### src/rtl/cycle_ctrl_if.sv
// rtl/cycle_ctrl_if.sv - control sequencer <-> datapath signal bundle
interface cycle_ctrl_if #(parameter int CNT_W = 16);
  logic             start;
  logic [8:0]       mach_code;
  logic             zero_q;
  logic [8:0]       ir;
  logic             pc_en;
  logic             relj;
  logic             reg_wr;
  logic             mem_rd;
  logic             mem_wr;
  logic             flag_en;
  logic             sc_clr;
  logic             sc_en;
  logic             busy;
  logic             done;
  logic [CNT_W-1:0] instr_cnt;

  modport master (
    input  start, mach_code, zero_q,
    output ir, pc_en, relj, reg_wr, mem_rd, mem_wr, flag_en, sc_clr, sc_en,
           busy, done, instr_cnt
  );

  modport slave (
    output start, mach_code, zero_q,
    input  ir, pc_en, relj, reg_wr, mem_rd, mem_wr, flag_en, sc_clr, sc_en,
           busy, done, instr_cnt
  );
endinterface

### src/rtl/cycle_ctrl.sv
// rtl/cycle_ctrl.sv - multi-cycle fetch/decode/exec/mem/wb sequencer for the 9-bit datapath
module cycle_ctrl #(
  parameter int MEM_LAT = 2,
  parameter int CNT_W   = 16
) (
  input  logic        clk,
  input  logic        reset,
  cycle_ctrl_if.master bus
);

  typedef enum logic [2:0] {
    S_IDLE, S_FETCH, S_DECODE, S_EXEC, S_MEM, S_WB, S_HALT
  } state_t;

  localparam logic [2:0] WAIT_LAST = 3'(MEM_LAT - 1);

  function automatic logic is_branch(input logic [8:0] i);
    return i[8:6] == 3'b101;
  endfunction
  function automatic logic is_mem(input logic [8:0] i);
    return i[8:6] == 3'b110;
  endfunction
  function automatic logic is_halt(input logic [8:0] i);
    return i == 9'h1FF;
  endfunction
  function automatic logic is_clrc(input logic [8:0] i);
    return i == 9'h1C0;
  endfunction
  function automatic logic is_alu(input logic [8:0] i);
    return !(is_branch(i) || is_mem(i) || is_halt(i) || is_clrc(i));
  endfunction

  state_t           state_q, state_d;
  logic [8:0]       ir_q, ir_d;
  logic [2:0]       wait_q, wait_d;
  logic [CNT_W-1:0] cnt_q, cnt_d;
  logic             pc_en_q, pc_en_d, reg_wr_q, reg_wr_d, mem_rd_q, mem_rd_d;
  logic             mem_wr_q, mem_wr_d, flag_en_q, flag_en_d, sc_clr_q, sc_clr_d;
  logic             sc_en_q, sc_en_d, busy_q, busy_d, done_q, done_d;
  logic             br_exec, relj, pc_en;

  // Branch resolution is the only place zero_q reaches an output without a flop.
  assign br_exec = (state_q == S_EXEC) && is_branch(ir_q);
  assign relj    = br_exec && bus.zero_q;
  assign pc_en   = pc_en_q || (br_exec && !bus.zero_q);

  always_comb begin
    state_d = state_q;
    ir_d    = ir_q;
    wait_d  = wait_q;
    cnt_d   = cnt_q;
    case (state_q)
      S_IDLE:   if (bus.start) state_d = S_FETCH;
      S_FETCH: begin
        ir_d    = bus.mach_code;
        state_d = S_DECODE;
      end
      S_DECODE: state_d = is_halt(ir_q) ? S_HALT : S_EXEC;
      S_EXEC: begin
        wait_d = 3'd0;
        if (is_mem(ir_q))      state_d = S_MEM;
        else if (is_alu(ir_q)) state_d = S_WB;
        else                   state_d = S_FETCH;
      end
      S_MEM: begin
        if (wait_q == WAIT_LAST) begin
          wait_d  = 3'd0;
          state_d = ir_q[5] ? S_FETCH : S_WB;
        end else begin
          wait_d = wait_q + 3'd1;
        end
      end
      S_WB:     state_d = S_FETCH;
      S_HALT:   state_d = S_HALT;
      default:  state_d = S_IDLE;
    endcase

    if ((pc_en || relj) && (cnt_q != '1)) cnt_d = cnt_q + 1'b1;

    // Outputs are decoded from the next state so they line up with the state they belong to.
    flag_en_d = (state_d == S_EXEC) && is_alu(ir_d);
    sc_en_d   = flag_en_d;
    sc_clr_d  = (state_d == S_EXEC) && is_clrc(ir_d);
    reg_wr_d  = (state_d == S_WB);
    mem_rd_d  = (state_d == S_MEM) && !ir_d[5];
    mem_wr_d  = (state_d == S_MEM) && ir_d[5] && (wait_d == 3'd0);
    pc_en_d   = sc_clr_d || reg_wr_d ||
                ((state_d == S_MEM) && ir_d[5] && (wait_d == WAIT_LAST));
    busy_d    = (state_d != S_IDLE) && (state_d != S_HALT);
    done_d    = (state_d == S_HALT);
  end

  always_ff @(posedge clk) begin
    if (reset) begin
      state_q   <= S_IDLE;
      ir_q      <= '0;
      wait_q    <= '0;
      cnt_q     <= '0;
      pc_en_q   <= 1'b0;
      reg_wr_q  <= 1'b0;
      mem_rd_q  <= 1'b0;
      mem_wr_q  <= 1'b0;
      flag_en_q <= 1'b0;
      sc_clr_q  <= 1'b0;
      sc_en_q   <= 1'b0;
      busy_q    <= 1'b0;
      done_q    <= 1'b0;
    end else begin
      state_q   <= state_d;
      ir_q      <= ir_d;
      wait_q    <= wait_d;
      cnt_q     <= cnt_d;
      pc_en_q   <= pc_en_d;
      reg_wr_q  <= reg_wr_d;
      mem_rd_q  <= mem_rd_d;
      mem_wr_q  <= mem_wr_d;
      flag_en_q <= flag_en_d;
      sc_clr_q  <= sc_clr_d;
      sc_en_q   <= sc_en_d;
      busy_q    <= busy_d;
      done_q    <= done_d;
    end
  end

  assign bus.ir        = ir_q;
  assign bus.pc_en     = pc_en;
  assign bus.relj      = relj;
  assign bus.reg_wr    = reg_wr_q;
  assign bus.mem_rd    = mem_rd_q;
  assign bus.mem_wr    = mem_wr_q;
  assign bus.flag_en   = flag_en_q;
  assign bus.sc_clr    = sc_clr_q;
  assign bus.sc_en     = sc_en_q;
  assign bus.busy      = busy_q;
  assign bus.done      = done_q;
  assign bus.instr_cnt = cnt_q;

endmodule

### src/flat_wrapper.sv
// flat-port wrapper written by rule: the top's interface ports become plain ports
module cycle_ctrl_flat 
#(
  parameter int MEM_LAT = 2,
  parameter int CNT_W   = 16
)
  (clk, reset, bus_start, bus_mach_code, bus_zero_q, bus_ir, bus_pc_en, bus_relj, bus_reg_wr, bus_mem_rd, bus_mem_wr, bus_flag_en, bus_sc_clr, bus_sc_en, bus_busy, bus_done, bus_instr_cnt);
  cycle_ctrl_if #(.CNT_W(CNT_W)) bus_i ();
  input  logic clk;
  input  logic reset;
  input wire logic [$bits(bus_i.start)-1:0] bus_start;
  input wire logic [$bits(bus_i.mach_code)-1:0] bus_mach_code;
  input wire logic [$bits(bus_i.zero_q)-1:0] bus_zero_q;
  output wire logic [$bits(bus_i.ir)-1:0] bus_ir;
  output wire logic [$bits(bus_i.pc_en)-1:0] bus_pc_en;
  output wire logic [$bits(bus_i.relj)-1:0] bus_relj;
  output wire logic [$bits(bus_i.reg_wr)-1:0] bus_reg_wr;
  output wire logic [$bits(bus_i.mem_rd)-1:0] bus_mem_rd;
  output wire logic [$bits(bus_i.mem_wr)-1:0] bus_mem_wr;
  output wire logic [$bits(bus_i.flag_en)-1:0] bus_flag_en;
  output wire logic [$bits(bus_i.sc_clr)-1:0] bus_sc_clr;
  output wire logic [$bits(bus_i.sc_en)-1:0] bus_sc_en;
  output wire logic [$bits(bus_i.busy)-1:0] bus_busy;
  output wire logic [$bits(bus_i.done)-1:0] bus_done;
  output wire logic [$bits(bus_i.instr_cnt)-1:0] bus_instr_cnt;
  assign bus_i.start = bus_start;
  assign bus_i.mach_code = bus_mach_code;
  assign bus_i.zero_q = bus_zero_q;
  assign bus_ir = bus_i.ir;
  assign bus_pc_en = bus_i.pc_en;
  assign bus_relj = bus_i.relj;
  assign bus_reg_wr = bus_i.reg_wr;
  assign bus_mem_rd = bus_i.mem_rd;
  assign bus_mem_wr = bus_i.mem_wr;
  assign bus_flag_en = bus_i.flag_en;
  assign bus_sc_clr = bus_i.sc_clr;
  assign bus_sc_en = bus_i.sc_en;
  assign bus_busy = bus_i.busy;
  assign bus_done = bus_i.done;
  assign bus_instr_cnt = bus_i.instr_cnt;
  cycle_ctrl #(.MEM_LAT(MEM_LAT), .CNT_W(CNT_W)) u_core (.clk(clk), .reset(reset), .bus(bus_i));
endmodule
### config.mk
export PLATFORM = sky130hd
export DESIGN_NAME = cycle_ctrl_flat
export DESIGN_NICKNAME = d
export VERILOG_FILES = /design/src/rtl/cycle_ctrl_if.sv /design/src/rtl/cycle_ctrl.sv /design/src/flat_wrapper.sv
export SDC_FILE = /design/constraint.sdc
export NUM_CORES = 1
export LEC_CHECK = 0
export BUFFER_PORTS_ARGS = -buffer_cell sky130_fd_sc_hd__buf_2
export CORE_MARGIN = 2
export CORE_UTILIZATION = 37
export CTS_CLUSTER_SIZE = 12
export DETAILED_ROUTE_END_ITERATION = 16
export REMOVE_ABC_BUFFERS = 1
export SKIP_LAST_GASP = 1
export SLEW_MARGIN = 20
export SYNTH_ARGS = -nofsm -noshare
export SYNTH_HDL_FRONTEND = slang
export SYNTH_SLANG_ARGS = --single-unit
export TNS_END_PERCENT = 5
### constraint.sdc
create_clock -name clk -period 3.7 [get_ports clk]
set_input_delay 0.74 -clock clk [delete_from_list [all_inputs] [get_ports clk]]
set_output_delay 0.74 -clock clk [all_outputs]
set_load 0.02 [all_outputs]
==> impl_metrics.json <==
{
  "min_path_type": "register to register",
  "powerDensity_mw_per_mm2": 401.1,
  "finalCriticalPeriod_ns": 2.460,
  "final_cells": 348,
  "wl_per_cell_um": 14.01,
  "synth_compound_area_frac": 0.2075,
  "clockBufferDepth": 2,
  "path_max_fanout": 20,
  "rr_endpoint": "u_core.bus.instr_cnt[15]",
  "tightest_slew_ns": 0.6827,
  "io_pins": 48,
  "path_clk_slew_ns": 0.08,
  "htreeDepth": 2,
  "start_kind": "register",
  "grt_pass1_wl_um": 8466,
  "cp-end-kind": "register",
  "synth_top_area_cell": "dfxtp_1",
  "dp_hpwl_um": 3502,
  "grt_max_degree": 35,
  "rsz0062_at_grt": "false",
  "area_growth_syn_to_layout_pct": 16.32,
  "ant_nets": 0,
  "ys_types": 51,
  "drv_slew": 0,
  "dpl_cell_area_mm2": 0.002251,
  "synth-async-reset-ratio": 0,
  "cts_hold_buffers": 0,
  "fin_util": 0.4516,
  "criticalPathCategory": "register to register",
  "portBuffers": 47,
  "die_x_um": 77.67,
  "antenna_found_initial": 0,
  "synthTopCellsByArea": "dfxtp_1, nand2_1, a21oi_1",
  "fp.dieH_um": 77.67,
  "synthFlopType": "dfxtp_1",
  "max_freq_mhz": 406.5,
  "synth_top_family_by_area": "simple AND/OR/NAND/NOR gates",
  "peakVddDrop_v": 0.0001402,
  "diodes": 0,
  "netlist_area_mm2": 0.002008,
  "cts_setup_buffers": 0,
  "route.detailed.drc": 0,
  "core_mm2": 0.005172,
  "status": "finished, final reports clean",
  "cap_violations": 0,
  "crit_required_ns": 3.92,
  "synth_warnings": 0,
  "r2r_start": "u_core.state_q[1]",
  "final_nets": 291,
  "reg2reg_depth": 5,
  "die_area_mm2": 0.006033,
  "setup_viol": 0,
  "numCtsBuffers": 5,
  "hold_end": "u_core.bus.ir[0]",
  "cts_tree": "built",
  "hold_violations": 0,
  "power.total_w": 0.0009369,
  "place_inst": 340,
  "synth_top_area_share": 0.3888,
  "leakage_nw": 0.9448,
  "wl_um": 4876,
  "synth-edff-count": 0,
  "vias": 1897,
  "clockRootBuffer": "clkbuf_8",
  "grt_pass1_vias": 1781,
  "cp_data_arrival_time_ns": 2.68,
  "cts_sinks": 39,
  "ys_seq_area_frac": 0.3888,
  "place.gp.congestion": 0.8370,
  "relSlewSlack": 0.5435,
  "syn_avg_cell_area_um2": 8.438,
  "cts_resized": 0,
  "synthSimpleGateAreaFrac": 0.2854,
  "initial_core_util": 0.3882,
  "worstHoldStart": "u_core.bus.ir[0]",
  "synth_mux_area_frac": 0.03614,
  "synth_adder_area_share": 0.006231,
  "vias_per_cell": 5.451,
  "hold_path_depth": 2,
  "drtPass1Iterations": 4,
  "setup-tns-final_ns": 0,
  "synth-seq-cells": 39,
  "overflow": 0,
  "syn-instance-count": 238,
  "period_share": 0.6648,
  "finalClockSkew_ns": 0.004632,
  "synth_xor_area_frac": 0.01745,
  "drive_above_1_share": 0.2302,
  "grtUsageTotal": 0.1727,
  "clock_latency_ns": 0.29,
  "std_cell_rows": 26,
  "drt_iter0_markers": 134,
  "regToRegSetupSlack_ns": 1.24,
  "fin_area_mm2": 0.002336
}
## area by class of cell
class | count | area, µm²
fillers | 521 | 2836
inverters | 8 | 30.03
clock buffers | 6 | 72.57
well taps | 70 | 87.58
repair buffers | 48 | 242.7
multi-input cells | 175 | 1110
flip-flops and latches | 39 | 780.7
clock inverters | 2 | 12.51
## synthesized netlist by cell type, types with 4 or more instances
cell and number:
dfxtp_1 39, nand2_1 26, nor2_1 21, a21oi_1 19
nand3_1 9, inv_1 8, or3_1 8, or4_1 8
clkbuf_1 7, o21ai_0 7, o31ai_1 7, nand4_1 6
mux2i_1 5, o211ai_1 5, and3_1 4, buf_2 4
xor2_1 4
## where the power goes
part	switching, W	total, W	internal [W]
clock	0.000150	0.000282	0.000132
sequential	0.0000377	0.000478	0.000440
combinational	0.000106	0.000177	0.0000714
## sequential cells by signal (all words and copies together) (netlist names)
register	cells
u_core.bus.instr_cnt	16
u_core.bus.ir	9
u_core.state_q	3
u_core.wait_q	3
u_core.bus.busy	1
u_core.bus.done	1
u_core.bus.flag_en	1
u_core.bus.mem_rd	1
u_core.bus.mem_wr	1
u_core.bus.reg_wr	1
u_core.bus.sc_clr	1
u_core.pc_en_q	1
## logic make-up (layout without fill, tap and decap cells)
family,after synthesis,count (layout)
AND/OR/NAND/NOR,103,103
AO/OA/AOI/OAI,60,60
multiplexers,7,7
adder cells (fa/ha/maj),1,1
buffers and inverters,24,64
flip-flops,39,39
XOR/XNOR,4,4
## per-stage QoR
stage	worst slack [ns]	hold slack, ns
after floorplan	1.403	0.5542
after global placement	1.355	0.4887
after detailed placement	1.293	0.4912
after CTS	1.229	0.4996
after global routing	1.016	0.5449
final	1.240	0.5055
## worst max-delay path by stage
stage,startpoint,endpoint,slack [ns]
floorplan,u_core.state_q[1],bus_pc_en,1.40
global placement,u_core.state_q[1],u_core.bus.instr_cnt[13],1.35
detailed placement,u_core.state_q[1],u_core.bus.instr_cnt[13],1.29
CTS,u_core.state_q[1],bus_pc_en,1.23
global route,u_core.state_q[1],u_core.bus.instr_cnt[11],1.02
finish,u_core.state_q[1],u_core.bus.instr_cnt[15],1.24
## layer usage
metal  part of all wire  vias up  track usage
li1                   -      967            -
met1               0.48      879       0.2249
met2               0.46       45       0.2802
met3              0.045        6      0.04302
met4              0.014        0      0.05357
met5                  0        -            0
## critical path: stages, from the launching register on
cell and delay (ns):
dfxtp_1 0.69, nand3b_4 0.20, o31ai_4 0.38, o211ai_2 0.38, or4_1 0.56, a21oi_1 0.17
## layout by cell type (no fill, tap or decap), types with 8 or more instances in the layout
cell and n:
nand2_1 26, or4_1 8, inv_1 8, a21oi_1 19, nor2_1 21, buf_2 47, nand3_1 9, dfxtp_1 39
or3_1 8
Note: power is estimated with default switching activity, not from simulation.
